<file path="src/rtl/motor_sched_pkg.sv">
// rtl/motor_sched_pkg.sv - shared state encoding, widths and bus-slice helper for motor_move_scheduler
// Purpose: types and constants imported by the scheduler.
// Contents:
//   motor_state_t : per-motor sequencing state (IDLE / DIRSET / RUN)
//   DEF_POS_W     : default width of signed positions and targets
//   DEF_DIV_W     : default width of the step divider
//   CMD_MOTOR_W   : width of the command channel index
//   slice_lo()    : low bit of lane idx in a flattened bus of w-bit lanes
package motor_sched_pkg;

    typedef enum logic [1:0] {
        ST_IDLE   = 2'd0,
        ST_DIRSET = 2'd1,
        ST_RUN    = 2'd2
    } motor_state_t;

    localparam int DEF_POS_W   = 32;
    localparam int DEF_DIV_W   = 13;
    localparam int CMD_MOTOR_W = 4;

    function automatic int slice_lo(input int idx, input int w);
        return idx * w;
    endfunction

endpackage

</file>
<file path="src/rtl/motor_move_scheduler.sv">
// rtl/motor_move_scheduler.sv - round-robin position-target sequencer for a bank of stepper channels
// Purpose: accepts "move motor m to target T at divider D" commands, sequences each
// channel through a direction-setup delay, enables stepping and stops at the target.
// One motor (the scan pointer) is evaluated per clock; abort acts on every motor every clock.
// Ports:
//   CLK, reset    : clock, synchronous active-high reset
//   cmd_valid/ready, cmd_motor, cmd_target, cmd_divider : command handshake and payload
//   abort         : per-motor immediate stop
//   cur_position  : flattened signed positions reported by the generators
//   divider       : flattened step dividers to the generators
//   move_dir      : 1 = increasing position
//   step_ena      : generator step enable
//   busy          : motor not idle or command pending
//   done          : one-clock pulse when a move completes at target
module motor_move_scheduler
    import motor_sched_pkg::*;
#(
    parameter int NUM_MOTORS = 6,
    parameter int POS_W      = DEF_POS_W,
    parameter int DIV_W      = DEF_DIV_W,
    parameter int MIN_DIV    = 8,
    parameter int DIR_SETUP  = 16
) (
    input  logic                        CLK,
    input  logic                        reset,
    input  logic                        cmd_valid,
    output logic                        cmd_ready,
    input  logic [CMD_MOTOR_W-1:0]      cmd_motor,
    input  logic [POS_W-1:0]            cmd_target,
    input  logic [DIV_W-1:0]            cmd_divider,
    input  logic [NUM_MOTORS-1:0]       abort,
    input  logic [NUM_MOTORS*POS_W-1:0] cur_position,
    output logic [NUM_MOTORS*DIV_W-1:0] divider,
    output logic [NUM_MOTORS-1:0]       move_dir,
    output logic [NUM_MOTORS-1:0]       step_ena,
    output logic [NUM_MOTORS-1:0]       busy,
    output logic [NUM_MOTORS-1:0]       done
);

    localparam int PTR_W = (NUM_MOTORS > 1) ? $clog2(NUM_MOTORS) : 1;
    localparam int SC_W  = $clog2(DIR_SETUP + 1);

    // Per-motor register arrays
    motor_state_t             r_state   [NUM_MOTORS];
    logic signed [POS_W-1:0]  r_target  [NUM_MOTORS];
    logic [DIV_W-1:0]         r_div_req [NUM_MOTORS];
    logic [DIV_W-1:0]         r_divider [NUM_MOTORS];
    logic [SC_W-1:0]          r_set_cnt [NUM_MOTORS];
    logic [NUM_MOTORS-1:0]    r_pending;
    logic [NUM_MOTORS-1:0]    r_dir;
    logic [NUM_MOTORS-1:0]    r_step_ena;
    logic [NUM_MOTORS-1:0]    r_done;
    logic [PTR_W-1:0]         r_ptr;

    logic                     w_cmd_fire;
    logic [DIV_W-1:0]         w_div_clamped;
    logic signed [POS_W-1:0]  w_cur       [NUM_MOTORS];
    logic [NUM_MOTORS-1:0]    w_want_up;
    logic [NUM_MOTORS-1:0]    w_eq;
    logic [NUM_MOTORS-1:0]    w_at_target;
    logic [NUM_MOTORS-1:0]    w_visit;
    logic [NUM_MOTORS-1:0]    w_cmd_hit;

    assign cmd_ready     = ~reset;
    assign w_cmd_fire    = cmd_valid & cmd_ready;
    assign w_div_clamped = (cmd_divider < DIV_W'(MIN_DIV)) ? DIV_W'(MIN_DIV) : cmd_divider;

    assign move_dir = r_dir;
    assign step_ena = r_step_ena;
    assign done     = r_done;

    for (genvar g = 0; g < NUM_MOTORS; g++) begin : g_lane
        assign w_cur[g]       = $signed(cur_position[slice_lo(g, POS_W) +: POS_W]);
        assign w_want_up[g]   = r_target[g] > w_cur[g];
        assign w_eq[g]        = r_target[g] == w_cur[g];
        // Overshoot counts as arrival; the motor is never driven back.
        assign w_at_target[g] = r_dir[g] ? (w_cur[g] >= r_target[g])
                                         : (w_cur[g] <= r_target[g]);
        assign w_visit[g]     = (r_ptr == PTR_W'(g));
        // Out-of-range channel indices match no lane, so they are accepted and dropped.
        assign w_cmd_hit[g]   = w_cmd_fire && (cmd_motor == CMD_MOTOR_W'(g));
        assign divider[slice_lo(g, DIV_W) +: DIV_W] = r_divider[g];
        assign busy[g]        = (r_state[g] != ST_IDLE) || r_pending[g];
    end

    always_ff @(posedge CLK) begin
        if (reset) begin
            r_ptr      <= '0;
            r_pending  <= '0;
            r_dir      <= '0;
            r_step_ena <= '0;
            r_done     <= '0;
            for (int m = 0; m < NUM_MOTORS; m++) begin
                r_state[m]   <= ST_IDLE;
                r_target[m]  <= '0;
                r_div_req[m] <= DIV_W'(MIN_DIV);
                r_divider[m] <= DIV_W'(MIN_DIV);
                r_set_cnt[m] <= '0;
            end
        end else begin
            r_ptr  <= (r_ptr == PTR_W'(NUM_MOTORS - 1)) ? '0 : r_ptr + 1'b1;
            r_done <= '0;
            for (int m = 0; m < NUM_MOTORS; m++) begin
                // Setup countdown runs every clock; a reload below overrides it.
                if (r_set_cnt[m] != '0) begin
                    r_set_cnt[m] <= r_set_cnt[m] - 1'b1;
                end
                if (abort[m]) begin
                    // Abort wins over the visit and over a same-clock command.
                    r_step_ena[m] <= 1'b0;
                    r_state[m]    <= ST_IDLE;
                    r_pending[m]  <= 1'b0;
                end else begin
                    if (w_visit[m]) begin
                        case (r_state[m])
                            ST_IDLE, ST_DIRSET: begin
                                if (r_pending[m]) begin
                                    r_pending[m] <= 1'b0;
                                    if (w_eq[m]) begin
                                        r_done[m]  <= 1'b1;
                                        r_state[m] <= ST_IDLE;
                                    end else begin
                                        r_divider[m] <= r_div_req[m];
                                        r_dir[m]     <= w_want_up[m];
                                        r_set_cnt[m] <= SC_W'(DIR_SETUP);
                                        r_state[m]   <= ST_DIRSET;
                                    end
                                end else if ((r_state[m] == ST_DIRSET) && (r_set_cnt[m] == '0)) begin
                                    r_step_ena[m] <= 1'b1;
                                    r_state[m]    <= ST_RUN;
                                end
                            end
                            ST_RUN: begin
                                if (r_pending[m]) begin
                                    r_pending[m] <= 1'b0;
                                    if (w_eq[m]) begin
                                        r_step_ena[m] <= 1'b0;
                                        r_done[m]     <= 1'b1;
                                        r_state[m]    <= ST_IDLE;
                                    end else if (w_want_up[m] == r_dir[m]) begin
                                        // Same direction: retune speed without pausing.
                                        r_divider[m] <= r_div_req[m];
                                    end else begin
                                        // Reversal: stop, flip, and wait out the setup again.
                                        r_step_ena[m] <= 1'b0;
                                        r_dir[m]      <= ~r_dir[m];
                                        r_divider[m]  <= r_div_req[m];
                                        r_set_cnt[m]  <= SC_W'(DIR_SETUP);
                                        r_state[m]    <= ST_DIRSET;
                                    end
                                end else if (w_at_target[m]) begin
                                    r_step_ena[m] <= 1'b0;
                                    r_done[m]     <= 1'b1;
                                    r_state[m]    <= ST_IDLE;
                                end
                            end
                            default: begin
                                r_step_ena[m] <= 1'b0;
                                r_state[m]    <= ST_IDLE;
                            end
                        endcase
                    end
                    // Written after the visit so a command landing on the visited
                    // motor survives and is picked up on its next visit.
                    if (w_cmd_hit[m]) begin
                        r_target[m]  <= $signed(cmd_target);
                        r_div_req[m] <= w_div_clamped;
                        r_pending[m] <= 1'b1;
                    end
                end
            end
        end
    end

endmodule
</file>
<file path="config.mk">
export PLATFORM = sky130hd
export DESIGN_NAME = motor_move_scheduler
export DESIGN_NICKNAME = d
export VERILOG_FILES = /design/src/rtl/motor_sched_pkg.sv /design/src/rtl/motor_move_scheduler.sv
export SDC_FILE = /design/constraint.sdc
export NUM_CORES = 1
export LEC_CHECK = 0
export BUFFER_PORTS_ARGS = -buffer_cell sky130_fd_sc_hd__buf_2
export CORE_MARGIN = 2
export CORE_UTILIZATION = 42
export CTS_BUF_LIST = sky130_fd_sc_hd__clkbuf_4 sky130_fd_sc_hd__clkbuf_8
export CTS_CLUSTER_SIZE = 12
export DETAILED_ROUTE_END_ITERATION = 8
export PLACE_DENSITY = 0.62
export SLEW_MARGIN = 40
export SYNTH_ARGS = -nofsm -noshare
export SYNTH_HDL_FRONTEND = slang
export SYNTH_SLANG_ARGS = --single-unit
export TNS_END_PERCENT = 1
</file>
<file path="constraint.sdc">
create_clock -name CLK -period 4.7 [get_ports CLK]
set_input_delay 0.235 -clock CLK [delete_from_list [all_inputs] [get_ports CLK]]
set_output_delay 0.235 -clock CLK [all_outputs]
set_load 0.005 [all_outputs]
</file>
# Word-level counts from Yosys, hierarchy flattened
# Memories as Yosys holds them, arrays and structs flattened.
# Index checks and enable logic that the tools add are counted.
# Widths: inputs -> output; s select.
[classes]
mux = 597
addsub = 7
n_bitwise = 116
eq_ne = 88
reduce_logical = 105
magnitude_cmp = 19
[ops]
columns = ["cell", "n"]
rows = [
  ["$mux 1", 482],
  ["$mux 13", 25],
  ["$eq 32x32->1", 6],
  ["$ge 32x32->1", 6],
  ["$gt 32x32->1", 6],
  ["$le 32x32->1", 6],
  ["$mux 32", 6],
  ["$mux 2", 48],
  ["$or 1x1->1", 96],
  ["$mux 5", 18],
  ["$ne 2x2->1 const B", 42],
  ["$reduce_and 8->1", 6],
  ["$reduce_bool 2->1", 24],
  ["$pmux 1 s2", 18],
  ["$reduce_or 3->1", 12],
  ["$logic_not 5->1", 6],
  ["$reduce_and 5->1", 6],
  ["$reduce_bool 5->1", 6],
  ["$sub 5x1->5 const B", 6],
  ["$reduce_or 2->1", 13],
  ["$ne 4x4->1 const B", 6],
  ["$not 1->1", 19],
  ["$ne 3x3->1 const B", 6],
  ["$lt 13x4->1 const B", 1],
  ["other kinds (17)", 62],
]
[word_totals]
out_inout_bits = 103
ram_bits = 390
mem_count = 5
reg_bits = 27
[mem_list]
columns = ["name", "words", "word_bits", "read_ports", "rd_clocked_by_memory_dff", "wr", "line", "source"]
rows = [
  ["r_target", 6, 32, 6, 0, 6, "motor_move_scheduler.sv:45", "logic signed [POS_W-1:0] r_target [NUM_MOTORS];"],
  ["r_div_req", 6, 13, 6, 0, 6, "motor_move_scheduler.sv:46", "logic [DIV_W-1:0] r_div_req [NUM_MOTORS];"],
  ["r_divider", 6, 13, 6, 0, 6, "motor_move_scheduler.sv:47", "logic [DIV_W-1:0] r_divider [NUM_MOTORS];"],
  ["r_set_cnt", 6, 5, 6, 0, 6, "motor_move_scheduler.sv:48", "logic [SC_W-1:0] r_set_cnt [NUM_MOTORS];"],
  ["r_state", 6, 2, 6, 0, 6, "motor_move_scheduler.sv:44", "motor_state_t r_state [NUM_MOTORS];"],
]

# Longest topological paths before layout
[logic_depth]
word_depth = 15
depth_mapped = 11
mapped_depth_nobuf = 11

# Least setup slack after synthesis
# No wires, ideal clock.
[synth_path]
path_type = "reg2reg"
start = "memory r_target[3][31] in the netlist's numbering"
end = "memory r_set_cnt[3][0] in the netlist's numbering, enable pin"
setup_time_ns = 0.278
path_stages_with_launch = 12
arrival_time_ns = 3.065
n_path_buf = 0
required_time_ns = 4.422
setup_slack_ns = 1.356
synth_period_minus_slack_ns = 3.344
path_cell_list = "edfxtp_1 -> inv_1 -> ha_1 -> nand4_1 -> or4_1 -> or4_1 -> a31oi_1 -> nor4_1 -> xnor2_1 -> xnor2_1 -> o22ai_4 -> or3_1"
[synth_rtl]
columns = ["item", "line"]
rows = [
  ["from (decl)", "motor_move_scheduler.sv:45"],
  ["to (decl)", "motor_move_scheduler.sv:48"],
]

==> results list <==
- At the later pin of the worst-skew pair, clock insertion delay measures 0.68 ns.
- STA classifies the critical path startpoint as a register.
* Clock power share: 36.5%
- sky130_fd_sc_hd__edfxtp_1 is the most common cell in the netlist.
- For this run, design rule violations remaining after detail routing come to 2.
- Global-route wire length before repair: 91,800 um
* Vias in the first global route: 16,000
* Leakage power total: 11.6 nW
- The core region is 51,100 um2.
- Among cell families on the critical path, the largest total delay comes from simple AND/OR/NAND/NOR gates.
- Top post-synthesis cells by area: sky130_fd_sc_hd__edfxtp_1 (54%), sky130_fd_sc_hd__ha_1 (12%), sky130_fd_sc_hd__and2_1 (9.0%), sky130_fd_sc_hd__inv_1 (3.8%), sky130_fd_sc_hd__dfxtp_1 (2.5%)
* Worst setup path endpoint: r_set_cnt[3][1]
* Run status: complete, but fails checks
* Area Growth Syn to Fin: 21.8%
- Post-synth top cells: sky130_fd_sc_hd__edfxtp_1 (390), sky130_fd_sc_hd__and2_1 (313), sky130_fd_sc_hd__inv_1 (222), sky130_fd_sc_hd__ha_1 (209), sky130_fd_sc_hd__nand2_1 (112)
* Endpoints failing hold: 0
* Post-synth top flop: sky130_fd_sc_hd__edfxtp_1
- The routed layout has 15,700 vias.
* Area used by sequential logic in the layout: 12,300 um2
- sky130_fd_sc_hd__edfxtp_1 takes more of the synthesized area than any other cell.
* DR WL/cell: 19.9 um
- Inserted Clock Buffers: 76
* Clock tree from TritonCTS: done
* Peak VDD IR: 0.000229 V
- The number of max-slew violations in the final report came to 0.
- CTS built an H-tree with a depth of 3.
- Number of placement rows: 83
- Final setup violation count: 0
* Antenna violations before repair: 32
* Final global-route overflow total: 0
- For the pin with the worst max-slew slack, the measured transition is 0.803 ns.
- The slowest stage of the critical path belongs to the cell sky130_fd_sc_hd__or4_1.
- For this design the total switching power over the nets is 2.58 mW.
* Detailed Place HPWL: 45,700 um
- In this run the number of cells on the critical path is 11.
* Synth Area per Inst: 11.5 um2
- Summing the sequential cell areas from Yosys gives 56.6% of the chip area.
- For the worst setup path, the data arrival time is 4.31 ns.
- Failing checks: design-rule violations
* Number of buffers inserted to repair setup after CTS: 0
* Required @ worst endpoint: 5.09 ns
* Setup repair after global routing missed its margin: false
- Maximum number of pins on one net before global-route repair: 43
* Count of buffers inserted at the top-level ports: 352
- Final critical path time including I/O delays and setup: 3.92 ns
- Cell area after synthesis: 21,600 um2
- In this run, flip-flops and latches consume 48.3% of the power.
- After synthesis, the share of flip-flops with an asynchronous set or reset is 0%.
- The worst setup path is captured at a register.
* Worst hold-check path type: in2reg
- For this configuration, the core starts out at a cell density of 42.4%.
- The worst register-to-register path ends at r_set_cnt[3][1].
* Multi-input logic area: 8440 um2
* Path type of the worst setup path: reg2reg
* Number of antenna-violating nets in the routed design: 0
- For the worst flop-to-flop path, the logic depth is 11.
* Fraction of final layout cells sized beyond drive strength 1: 22.3%
- Number of detailed-route iterations in the first pass: 7
- Reg2Reg Launch Point: r_target[3][31]
* Post-Place Cell Area: 24,300 um2
- Per-cell via count in the routed design: 5.10
- In the finished design, the share of the clock period the worst path needs comes to 83.4%.
- Clock-pin slew was measured on the worst setup and hold paths at 0.06 ns.
* Maximum clock path buffer count: 3
- Worst reg2reg setup slack: 0.78 ns
- Max-cap check violation count: 0
- I/O Pins: 353
- CTS placed an instance of sky130_fd_sc_hd__clkbuf_8 at the clock tree root.
* Cells along the critical path: inv_1 -> ha_1 -> nand4_1 -> or4_1 -> or4_1 -> a31oi_1 -> nor4_1 -> xnor2_1 -> xnor2_1 -> o22ai_4 -> or3_1
- At the end of routability-driven placement, the weighted congestion stood at 0.904.
- Global routing consumed, over all layers together, 23.1% of the routing resources.
- After detailed routing, the total wire length is 61,400 um.
- Yosys printed 0 warnings.
* Syn Nets: 2,339
- Of the post-synthesis cell area, the dominant cell type holds 54.1%.
- In this run the vertical extent of the chip is 231 um.
- Net switching is 27.5% of the power.
- For this design the ratio of total power to cell area is 356 nW/um2.
* Biggest cell delay along the critical path: 0.66 ns
- For this block, the initial DRC count from the detailed router was 1,091.
* Die footprint: 53,400 um2
- Count of flip-flops with a built-in enable after synthesis: 390
* Peak clock frequency supported by timing: 255 MHz
* Yosys cell types: 61
* Part of the total power dissipated in combinational logic: 15.2%
* Finished Cell Area: 26,400 um2
* Flip-flop and latch count after synthesis: 417
- Number of cells produced by synthesis: 1,880
- Int Power: 6.80 mW
* Worst-case clock skew: 0.0266 ns
- Clock sinks: 417
* Total number of nets in the final design: 2,798
- First element of the critical path: r_target[3][31]
* Rel. slew slack: 46.3%
- Counting the fill cells in the layout gives 4,568.
- For the final routed database, the setup TNS stands at 0 ns.
- Floorplan die width: 231 um
- Max FO, Critical Path: 8
- The number of buffers and inverters on the critical path is 1.
==> through the flow <==
step                      power (mW)  hold WS, ns  worst slack, ns  utilization, %  instances
after floorplan                 5.44        0.312             1.36               -       1880
final                           9.37       0.0399            0.781            51.6       3089
after CTS                       9.46      0.00103            0.741            51.5       3080
after global placement          5.91        0.447            0.899            47.6       2889
after detailed placement        5.98        0.460            0.747            47.6       2889
after global routing            9.82       0.0141            0.565            51.6       3084
==> power groups by stage <==
stage	Sequential (mW)	Combinational [mW]	Clock, mW
floorplan	4.56	0.884	0
global placement	4.58	1.33	0
detailed placement	4.60	1.39	0
CTS	4.52	1.43	3.51
global route	4.56	1.61	3.66
finish	4.53	1.42	3.42
==> tightest hold or removal path, stage by stage <==
cell and delay [ns]:
sky130_fd_sc_hd__buf_2 0.09, sky130_fd_sc_hd__nand2_1 0.15, sky130_fd_sc_hd__nor2_1 0.12
==> how the worst min path moves through the flow <==
stage / from / end / slack, ns / cells past startpoint
after floorplan: abort[2] / r_pending[2] / 0.31 / 1
after global placement: r_ptr[0] / r_ptr[0] / 0.45 / 1
after detailed placement: r_ptr[0] / r_ptr[0] / 0.46 / 1
after CTS: cmd_target[31] / r_target[2][31] / 0.001 / 2
after global routing: cmd_divider[12] / r_div_req[3][12] / 0.01 / 2
final: cmd_divider[2] / r_div_req[5][2] / 0.04 / 3
==> kinds of logic (layout without fill, tap and decap cells) <==
family | count (synthesis) | in the layout | share of synthesized area [%]
fa+ha+maj | 209 | 209 | 12.1
other cells | 0 | 9 | 0
flops | 417 | 417 | 56.6
xor+xnor | 21 | 21 | 0.850
mux | 9 | 9 | 0.428
compound gates | 234 | 234 | 6.76
simple gates | 721 | 721 | 18.6
buf+inv | 269 | 789 | 4.67
==> registers in the layout, summed over array words and instances (netlist names) <==
signal	count
r_set_cnt	30
r_target	192
r_state	12
r_divider	78
move_dir	6
done	6
r_div_req	78
r_ptr	3
r_pending	6
step_ena	6
==> cells in the final DEF, fill, tap and decap left out, types with 14 or more instances in the layout <==
cell type,instances
sky130_fd_sc_hd__a21oi_1,95
sky130_fd_sc_hd__or2_2,15
sky130_fd_sc_hd__clkbuf_8,80
sky130_fd_sc_hd__o21ai_0,36
sky130_fd_sc_hd__and3_1,15
sky130_fd_sc_hd__inv_1,222
sky130_fd_sc_hd__nand3_1,25
sky130_fd_sc_hd__dfxtp_1,27
sky130_fd_sc_hd__xnor2_1,14
sky130_fd_sc_hd__edfxtp_1,390
sky130_fd_sc_hd__buf_2,352
sky130_fd_sc_hd__clkinv_1,20
sky130_fd_sc_hd__nand2_1,106
sky130_fd_sc_hd__nor2_1,72
sky130_fd_sc_hd__and2_1,313
sky130_fd_sc_hd__nor4_1,25
sky130_fd_sc_hd__or3_1,14
sky130_fd_sc_hd__clkbuf_4,21
sky130_fd_sc_hd__a21o_1,23
sky130_fd_sc_hd__nand4_1,32
sky130_fd_sc_hd__nor3_1,38
sky130_fd_sc_hd__dlygate4sd3_1,52
sky130_fd_sc_hd__buf_4,22
sky130_fd_sc_hd__ha_1,209
==> cell type report <==
class | count | share of cell area, %
well taps | 680 | 3.23
multi-input cells | 1194 | 32.0
repair buffers | 428 | 9.43
inverters | 222 | 3.16
clock inverters | 38 | 0.840
diodes | 9 | 0.0854
flip-flops and latches | 417 | 46.5
clock buffers | 101 | 4.77
==> metal layers <==
| layer | GRT usage, % | wire length (um) | vias to the layer above |
|---|---|---|---|
| met5 | 0 | 233 | - |
| met4 | 7.68 | 1690 | 38 |
| met3 | 6.93 | 4660 | 158 |
| met2 | 39.1 | 29600 | 543 |
| met1 | 28.3 | 25100 | 7419 |
| li1 | - | - | 7585 |
==> what timing repair did <==
item | CTS | global route
hold endpoints to repair | 249 | 0
hold buffers | 52 | 0
gates resized for setup | 0 | 0
Note: power is estimated with default switching activity, not from simulation.
